--- config.mk ---
export PLATFORM = sky130hd
export DESIGN_NAME = mem_bus_arbiter
export DESIGN_NICKNAME = d
export VERILOG_FILES = /design/src/rtl/mem_bus_arbiter.sv
export SDC_FILE = /design/constraint.sdc
export NUM_CORES = 1
export LEC_CHECK = 0
export BUFFER_PORTS_ARGS = -buffer_cell sky130_fd_sc_hd__buf_2
export CORE_UTILIZATION = 34
export DETAILED_ROUTE_END_ITERATION = 16
export PLACE_DENSITY = 0.74
export SLEW_MARGIN = 20
export SYNTH_ARGS = -nofsm -noshare
export SYNTH_HDL_FRONTEND = slang
export SYNTH_SLANG_ARGS = --single-unit
--- constraint.sdc ---
create_clock -name clk -period 2.05 [get_ports clk]
set_clock_uncertainty 0.15 [all_clocks]
set_input_delay 0.205 -clock clk [delete_from_list [all_inputs] [get_ports clk]]
set_output_delay 0.205 -clock clk [all_outputs]
set_load 0.05 [all_outputs]
--- src/rtl/mem_bus_arbiter.sv ---
// Round-robin arbiter sharing one AXI4-lite master port between instruction fetch
// and data load/store, with one transaction outstanding and req/done handshakes.
module mem_bus_arbiter #(
  parameter int          ADDR_W    = 32,
  parameter logic [2:0]  INST_PROT = 3'b101,
  parameter logic [2:0]  DATA_PROT = 3'b000
) (
  input  logic              clk,
  input  logic              reset,
  input  logic              i_req,
  input  logic [ADDR_W-1:0] i_addr,
  output logic              i_done,
  input  logic              d_req,
  input  logic              d_we,
  input  logic [ADDR_W-1:0] d_addr,
  input  logic [31:0]       d_wdata,
  input  logic [3:0]        d_wstrb,
  output logic              d_done,
  output logic [31:0]       rsp_rdata,
  output logic              rsp_err,
  output logic              awvalid,
  input  logic              awready,
  output logic [ADDR_W-1:0] awaddr,
  output logic [2:0]        awprot,
  output logic              wvalid,
  input  logic              wready,
  output logic [31:0]       wdata,
  output logic [3:0]        wstrb,
  input  logic              bvalid,
  output logic              bready,
  input  logic [1:0]        bresp,
  output logic              arvalid,
  input  logic              arready,
  output logic [ADDR_W-1:0] araddr,
  output logic [2:0]        arprot,
  input  logic              rvalid,
  output logic              rready,
  input  logic [31:0]       rdata,
  input  logic [1:0]        rresp
);

  typedef enum logic [1:0] {S_IDLE, S_READ, S_WRITE, S_WRESP} state_t;

  state_t              state_q, state_d;
  logic                last_data_q, last_data_d;
  logic                active_data_q, active_data_d;
  logic [ADDR_W-1:0]   addr_q, addr_d;
  logic [31:0]         wdata_q, wdata_d;
  logic [3:0]          wstrb_q, wstrb_d;
  logic [2:0]          prot_q, prot_d;
  logic                arvalid_q, arvalid_d;
  logic                rready_q, rready_d;
  logic                awvalid_q, awvalid_d;
  logic                wvalid_q, wvalid_d;
  logic                bready_q, bready_d;
  logic                i_done_q, i_done_d;
  logic                d_done_q, d_done_d;
  logic [31:0]         rsp_rdata_q, rsp_rdata_d;
  logic                rsp_err_q, rsp_err_d;
  logic                grant_data;
  logic                aw_taken;
  logic                w_taken;

  // Data wins a tie only when the previous grant went to the fetch side.
  assign grant_data = d_req && (!i_req || !last_data_q);
  assign aw_taken   = !awvalid_q || awready;
  assign w_taken    = !wvalid_q || wready;

  always_comb begin
    state_d       = state_q;
    last_data_d   = last_data_q;
    active_data_d = active_data_q;
    addr_d        = addr_q;
    wdata_d       = wdata_q;
    wstrb_d       = wstrb_q;
    prot_d        = prot_q;
    arvalid_d     = arvalid_q;
    rready_d      = rready_q;
    awvalid_d     = awvalid_q;
    wvalid_d      = wvalid_q;
    bready_d      = bready_q;
    i_done_d      = 1'b0;
    d_done_d      = 1'b0;
    rsp_rdata_d   = rsp_rdata_q;
    rsp_err_d     = rsp_err_q;

    unique case (state_q)
      S_IDLE: begin
        // The cycle carrying a done pulse never grants, so a held req restarts next cycle.
        if ((i_req || d_req) && !i_done_q && !d_done_q) begin
          active_data_d = grant_data;
          last_data_d   = grant_data;
          addr_d        = grant_data ? d_addr : i_addr;
          if (grant_data && d_we) begin
            wdata_d   = d_wdata;
            wstrb_d   = d_wstrb;
            prot_d    = DATA_PROT;
            awvalid_d = 1'b1;
            wvalid_d  = 1'b1;
            state_d   = S_WRITE;
          end else begin
            prot_d    = grant_data ? DATA_PROT : INST_PROT;
            arvalid_d = 1'b1;
            rready_d  = 1'b1;
            state_d   = S_READ;
          end
        end
      end
      S_READ: begin
        if (arvalid_q && arready) arvalid_d = 1'b0;
        if (rready_q && rvalid) begin
          arvalid_d   = 1'b0;
          rready_d    = 1'b0;
          rsp_rdata_d = rdata;
          rsp_err_d   = rresp[1];
          i_done_d    = !active_data_q;
          d_done_d    = active_data_q;
          state_d     = S_IDLE;
        end
      end
      S_WRITE: begin
        if (awvalid_q && awready) awvalid_d = 1'b0;
        if (wvalid_q && wready) wvalid_d = 1'b0;
        if (aw_taken && w_taken) begin
          bready_d = 1'b1;
          state_d  = S_WRESP;
        end
      end
      S_WRESP: begin
        if (bvalid) begin
          bready_d    = 1'b0;
          rsp_rdata_d = 32'h0;
          rsp_err_d   = bresp[1];
          d_done_d    = 1'b1;
          state_d     = S_IDLE;
        end
      end
      default: state_d = S_IDLE;
    endcase
  end

  always_ff @(posedge clk) begin
    if (reset) begin
      state_q       <= S_IDLE;
      last_data_q   <= 1'b0;
      active_data_q <= 1'b0;
      addr_q        <= '0;
      wdata_q       <= 32'h0;
      wstrb_q       <= 4'h0;
      prot_q        <= 3'b000;
      arvalid_q     <= 1'b0;
      rready_q      <= 1'b0;
      awvalid_q     <= 1'b0;
      wvalid_q      <= 1'b0;
      bready_q      <= 1'b0;
      i_done_q      <= 1'b0;
      d_done_q      <= 1'b0;
      rsp_rdata_q   <= 32'h0;
      rsp_err_q     <= 1'b0;
    end else begin
      state_q       <= state_d;
      last_data_q   <= last_data_d;
      active_data_q <= active_data_d;
      addr_q        <= addr_d;
      wdata_q       <= wdata_d;
      wstrb_q       <= wstrb_d;
      prot_q        <= prot_d;
      arvalid_q     <= arvalid_d;
      rready_q      <= rready_d;
      awvalid_q     <= awvalid_d;
      wvalid_q      <= wvalid_d;
      bready_q      <= bready_d;
      i_done_q      <= i_done_d;
      d_done_q      <= d_done_d;
      rsp_rdata_q   <= rsp_rdata_d;
      rsp_err_q     <= rsp_err_d;
    end
  end

  assign i_done    = i_done_q;
  assign d_done    = d_done_q;
  assign rsp_rdata = rsp_rdata_q;
  assign rsp_err   = rsp_err_q;
  assign awvalid   = awvalid_q;
  assign awaddr    = addr_q;
  assign awprot    = DATA_PROT;
  assign wvalid    = wvalid_q;
  assign wdata     = wdata_q;
  assign wstrb     = wstrb_q;
  assign bready    = bready_q;
  assign arvalid   = arvalid_q;
  assign araddr    = addr_q;
  assign arprot    = prot_q;
  assign rready    = rready_q;

endmodule
# Word-level counts from Yosys, hierarchy flattened
# Cells that the tools add are included.
dict set report classes {
  eq_ne 12
  muxes 34
  bitwise 2
  n_reduce_logical 34
}
# op n
set op_table {}
lappend op_table {{$mux W32} 3}
lappend op_table {{$pmux W32 S2} 1}
lappend op_table {{$reduce_and A4 Y1} 5}
lappend op_table {{$ne A2 B2 Y1 const B} 8}
lappend op_table {{$mux W1} 15}
lappend op_table {{$pmux W1 S2} 7}
lappend op_table {{$mux W2} 5}
lappend op_table {{$logic_and A1 B1 Y1} 9}
lappend op_table {{$reduce_and A3 Y1} 3}
lappend op_table {{$pmux W2 S4} 1}
lappend op_table {{$reduce_bool A2 Y1} 4}
lappend op_table {{$logic_not A1 Y1} 6}
lappend op_table {{$mux W3} 2}
lappend op_table {{$eq A2 B2 Y1 const B} 2}
lappend op_table {{$logic_or A1 B1 Y1} 4}
lappend op_table {{$ne A3 B3 Y1 const B} 1}
lappend op_table {{$reduce_or A3 Y1} 1}
lappend op_table {{$eq A2 B1 Y1 const B} 1}
lappend op_table {{$logic_not A2 Y1} 1}
lappend op_table {{$not A1 Y1} 2}
lappend op_table {{$reduce_and A2 Y1} 1}
dict set report word_totals {
  regBits 114
  input_bits 146
  elab_cells 97
}

# Longest topological paths before layout
dict set report depth {
  word_depth 7
  mapped_depth 6
  ltp_nobuf 3
}

# Worst setup path after synthesis
# Ideal clock, no wire load.
dict set report synth_path {
  kind {reg-to-reg}
  from {reg i_done_q, in the netlist i_done}
  to {reg wdata_q[10], in the netlist wdata[10]}
  setup_time_ps 132
  arrival_ps 1609
  path_slack_ps 158
  stages_incl_launch_ff 6
  cell_sequence {dfxtp_1 > or4_1 > buf_6 > buf_6 > o31ai_2 > a21oi_1}
}
dict set report synth_via {
  elab_chain_len 4
}
# item line_no
set synth_lines {}
lappend synth_lines {{from (decl)} 56} ;# logic i_done_q, i_done_d;
lappend synth_lines {{from (signal assigned)} 173} ;# i_done_q <= i_done_d;
lappend synth_lines {{$logic_not A1 Y1} 90} ;# if ((i_req || d_req) && !i_done_q && !d_done_q) begin
lappend synth_lines {{$logic_and A1 B1 Y1 (2 in a row)} 90}
lappend synth_lines {{$reduce_and A3 Y1 (no source line)} n/a}
lappend synth_lines {{to (signal assigned)} 165} ;# wdata_q <= wdata_d;
lappend synth_lines {{to (decl)} 48} ;# logic [31:0] wdata_q, wdata_d;
# No other way between the ends.
# A chain may end at the register's enable or synchronous reset.

# Worst setup path in the final report
dict set report layout_path {
  from {reg state_q[1]}
  to {reg wdata_q[22], in the netlist wdata[22]}
}
dict set report layout_via {
  elab_chain_len 2
}
# item line_no
set layout_lines {}
lappend layout_lines {{from (decl)} 44} ;# state_t state_q, state_d;
lappend layout_lines {{from (signal assigned)} 161} ;# state_q <= state_d;
lappend layout_lines {{$logic_not A2 Y1} 87} ;# unique case (state_q)
lappend layout_lines {{$reduce_and A3 Y1 (no source line)} n/a}
# No other way between the ends.

==> results.toml <==
[synth]
synth_top_area_share = 0.460
ys_seq_area_frac = 0.460
synthCells = 511
ys_top_cells_by_count = "dfxtp_1 (112), a21oi_1 (77), buf_4 (40)"
syn-cell-area_mm2 = 0.00487
yosysWarnings = 0
synth_area_leaders = "dfxtp_1 (46%), a21oi_1 (7.9%), buf_4 (6.2%)"
ys.flop_type = "dfxtp_1"
synth-seq-cells = 112
yosys.area.top_type = "dfxtp_1"
synthArstFlopShare = 0
synth.avg_cell_area_um2 = 9.53
yosysMostFrequentCell = "dfxtp_1"
synth.distinct_cells = 35
synth-edff-count = 0

[timing]
finalHoldViolCount = 0
setup-violations-final = 0
period_needed_ns = 1.93
tns_ns = 0
tightest_slew_ns = 1.01
rsz0062_at_grt = "false"
finalCritPeriodShare = 0.940
fin_hold_ws_ns = 0.0233
slew_viol_final = 0
max_freq_mhz = 519
slew_headroom = 0.328

[setup_path]
crit_family = "simple AND/OR/NAND/NOR gates"
required_ns = 2.12
crit_path_start = "state_q[1]$_SDFFE_PP0P_"
regToRegStartpoint = "state_q[1]$_SDFFE_PP0P_"
crit_path_start_kind = "register"
max_stage_delay_ns = 0.70
crit_path_top_delay_cell = "or4_2"
critPathKind = "register to register"
path_max_fanout = 37
crit_path_cell_trace = "or4_2 > buf_12 > o31ai_1 > a21oi_1"
cp.arrival_ns = 2.00
critPathBufInv = 1
crit_path_end_kind = "register"

[floorplan]
ios = 292
die_h_um = 122
die_w_um = 122
dieArea_mm2 = 0.0148
core.rowCount = 43
coreArea_mm2 = 0.0139
start_util = 0.350

[routing]
drc = 0
detail-route-antenna-nets = 0
routedWlPerCell_um = 16.8
vias = 5275
drt-pass1-iter-count = 4
drtIter0Drc = 239
via_per_inst = 5.36
drt-total-wl_mm = 16.5

[clocking]
clkSlewWorstSetupHoldPaths_ns = 0.08
clock_path_buffers = 2
cts_root_buffer = "clkbuf_16"
cts_buffers = 9
htreeDepth = 3
cts_tree = "built"
tritoncts_num_sinks = 112
clk_latency_ns = 0.36
post_cts_buffers = 0

[layout]
layout-drive-gt1-share = 0.419
seq_area_mm2 = 0.00224
area.growth.synth_to_final_pct = 47.7
antenna_cells = 0
fillers = 1246
layout.nets = 945
multi_input_area_mm2 = 0.00206

[grt]
grtUsageTotal = 0.214
grt_max_degree = 53
grt_pass1_vias = 5008
antenna_found_initial = 0
grt_pass1_wl_mm = 25.2
overflow = 0

[min_path]
hold_class = "input port to register"
hp-start = "d_addr[2]"

[pwr]
p_leak_nw = 3.26
ir_drop_uv = 593
power_density_mw_per_mm2 = 938

[place]
portBuffers = 285
place_congestion = 0.772
dp_hpwl_mm = 10.0

[run]
maxCapViolations = 0

[outcome]
status = "completed"
[final timing paths]
check | slack [ns] | cells past startpoint | to
worst max-delay path | 0.12 | 4 | wdata[22]$_SDFFE_PP0P_
worst min register to register | 0.32 | 2 | wdata[3]$_SDFFE_PP0P_
worst min-delay path | 0.02 | 3 | araddr[2]$_SDFFE_PP0P_
worst max register to register | 0.12 | 4 | wdata[22]$_SDFFE_PP0P_
[per-stage QoR]
step,util,total power [mW],setup WS [ns],cells,area (um^2)
2_1_floorplan,-,4.42,0.158,514,4880
3_3_place_gp,0.443,4.85,0.233,898,6180
3_5_place_dp,0.443,4.87,0.185,898,6180
4_1_cts,0.516,6.79,0.166,984,7190
5_1_grt,0.516,7.04,0.0244,984,7190
6_report,0.516,6.75,0.123,984,7190
[cell usage in the layout (no fill, tap or decap), types with 2 or more instances in the layout]
master / synthesis / layout
a211oi_1: 33 / 33
a21boi_0: 2 / 2
a21oi_1: 77 / 77
a221oi_1: 2 / 2
a22o_1: 31 / 31
buf_12: 0 / 5
buf_2: 18 / 285
buf_4: 40 / 13
clkbuf_16: 0 / 9
clkinv_8: 0 / 3
conb_1: 1 / 4
dfxtp_1: 112 / 112
dlygate4sd3_1: 0 / 70
inv_1: 7 / 7
inv_8: 0 / 2
nand2_1: 5 / 5
nand2b_1: 3 / 3
nand3_1: 4 / 4
nand4_1: 37 / 37
nor2_1: 5 / 4
nor2b_1: 3 / 2
nor3_1: 5 / 4
o21ai_0: 5 / 5
o31ai_1: 26 / 26
o31ai_2: 10 / 10
o32ai_1: 32 / 32
[logic make-up after synthesis]
kind of cell           after synthesis  share of synthesized area
AO/OA/AOI/OAI                      224                      0.331
buffers and inverters              106                      0.123
flip-flops                         112                      0.460
other                                1                   0.000770
AND/OR/NAND/NOR                     68                     0.0845
[worst register-to-register path: cells and delay by family (launching register included)]
| family | cells | cell delay [ns] |
|---|---|---|
| simple gates | 1 | 0.70 |
| buf+inv | 1 | 0.21 |
| compound gates | 2 | 0.42 |
| flops | 1 | 0.31 |
[timing repair]
action,CTS,global route
hold buffers,70,0
hold endpoints to repair,70,0
resized for setup,0,0
[per-layer routing]
| layer | GRT usage | routed length (um) | up-vias |
|---|---|---|---|
| met3 | 0.0609 | 1120 | 27 |
| met5 | 0 | 0 | - |
| met1 | 0.250 | 6630 | 2473 |
| met4 | 0.0602 | 308 | 0 |
| li1 | - | - | 2519 |
| met2 | 0.378 | 8430 | 256 |
[sequential cells by signal, summed over array words and instances (netlist names)]
name	count
arvalid	1
i_done	1
bready	1
rsp_rdata	32
rsp_err	1
awvalid	1
wdata	32
arprot	1
wvalid	1
active_data_q	1
araddr	32
d_done	1
wstrb	4
rready	1
state_q	2
[cell type report]
| cell class | instances | share of cell area |
|---|---|---|
| Tap cell | 180 | 0.0313 |
| Clock buffer | 9 | 0.0313 |
| Multi-Input combinational cell | 296 | 0.287 |
| Inverter | 7 | 0.00365 |
| Clock inverter | 7 | 0.0122 |
| Timing Repair Buffer | 373 | 0.323 |
| Sequential cell | 112 | 0.312 |
[where the power goes]
group / switching [mW] / internal, mW / leakage, nW / total [mW]
logic: 1.76 / 0.682 / 2.20 / 2.44
registers: 0.135 / 2.37 / 0.916 / 2.50
clock network: 0.926 / 0.879 / 0.148 / 1.81
total: 2.82 / 3.93 / 3.26 / 6.75
No activity file was read; power rests on OpenSTA's default activity.
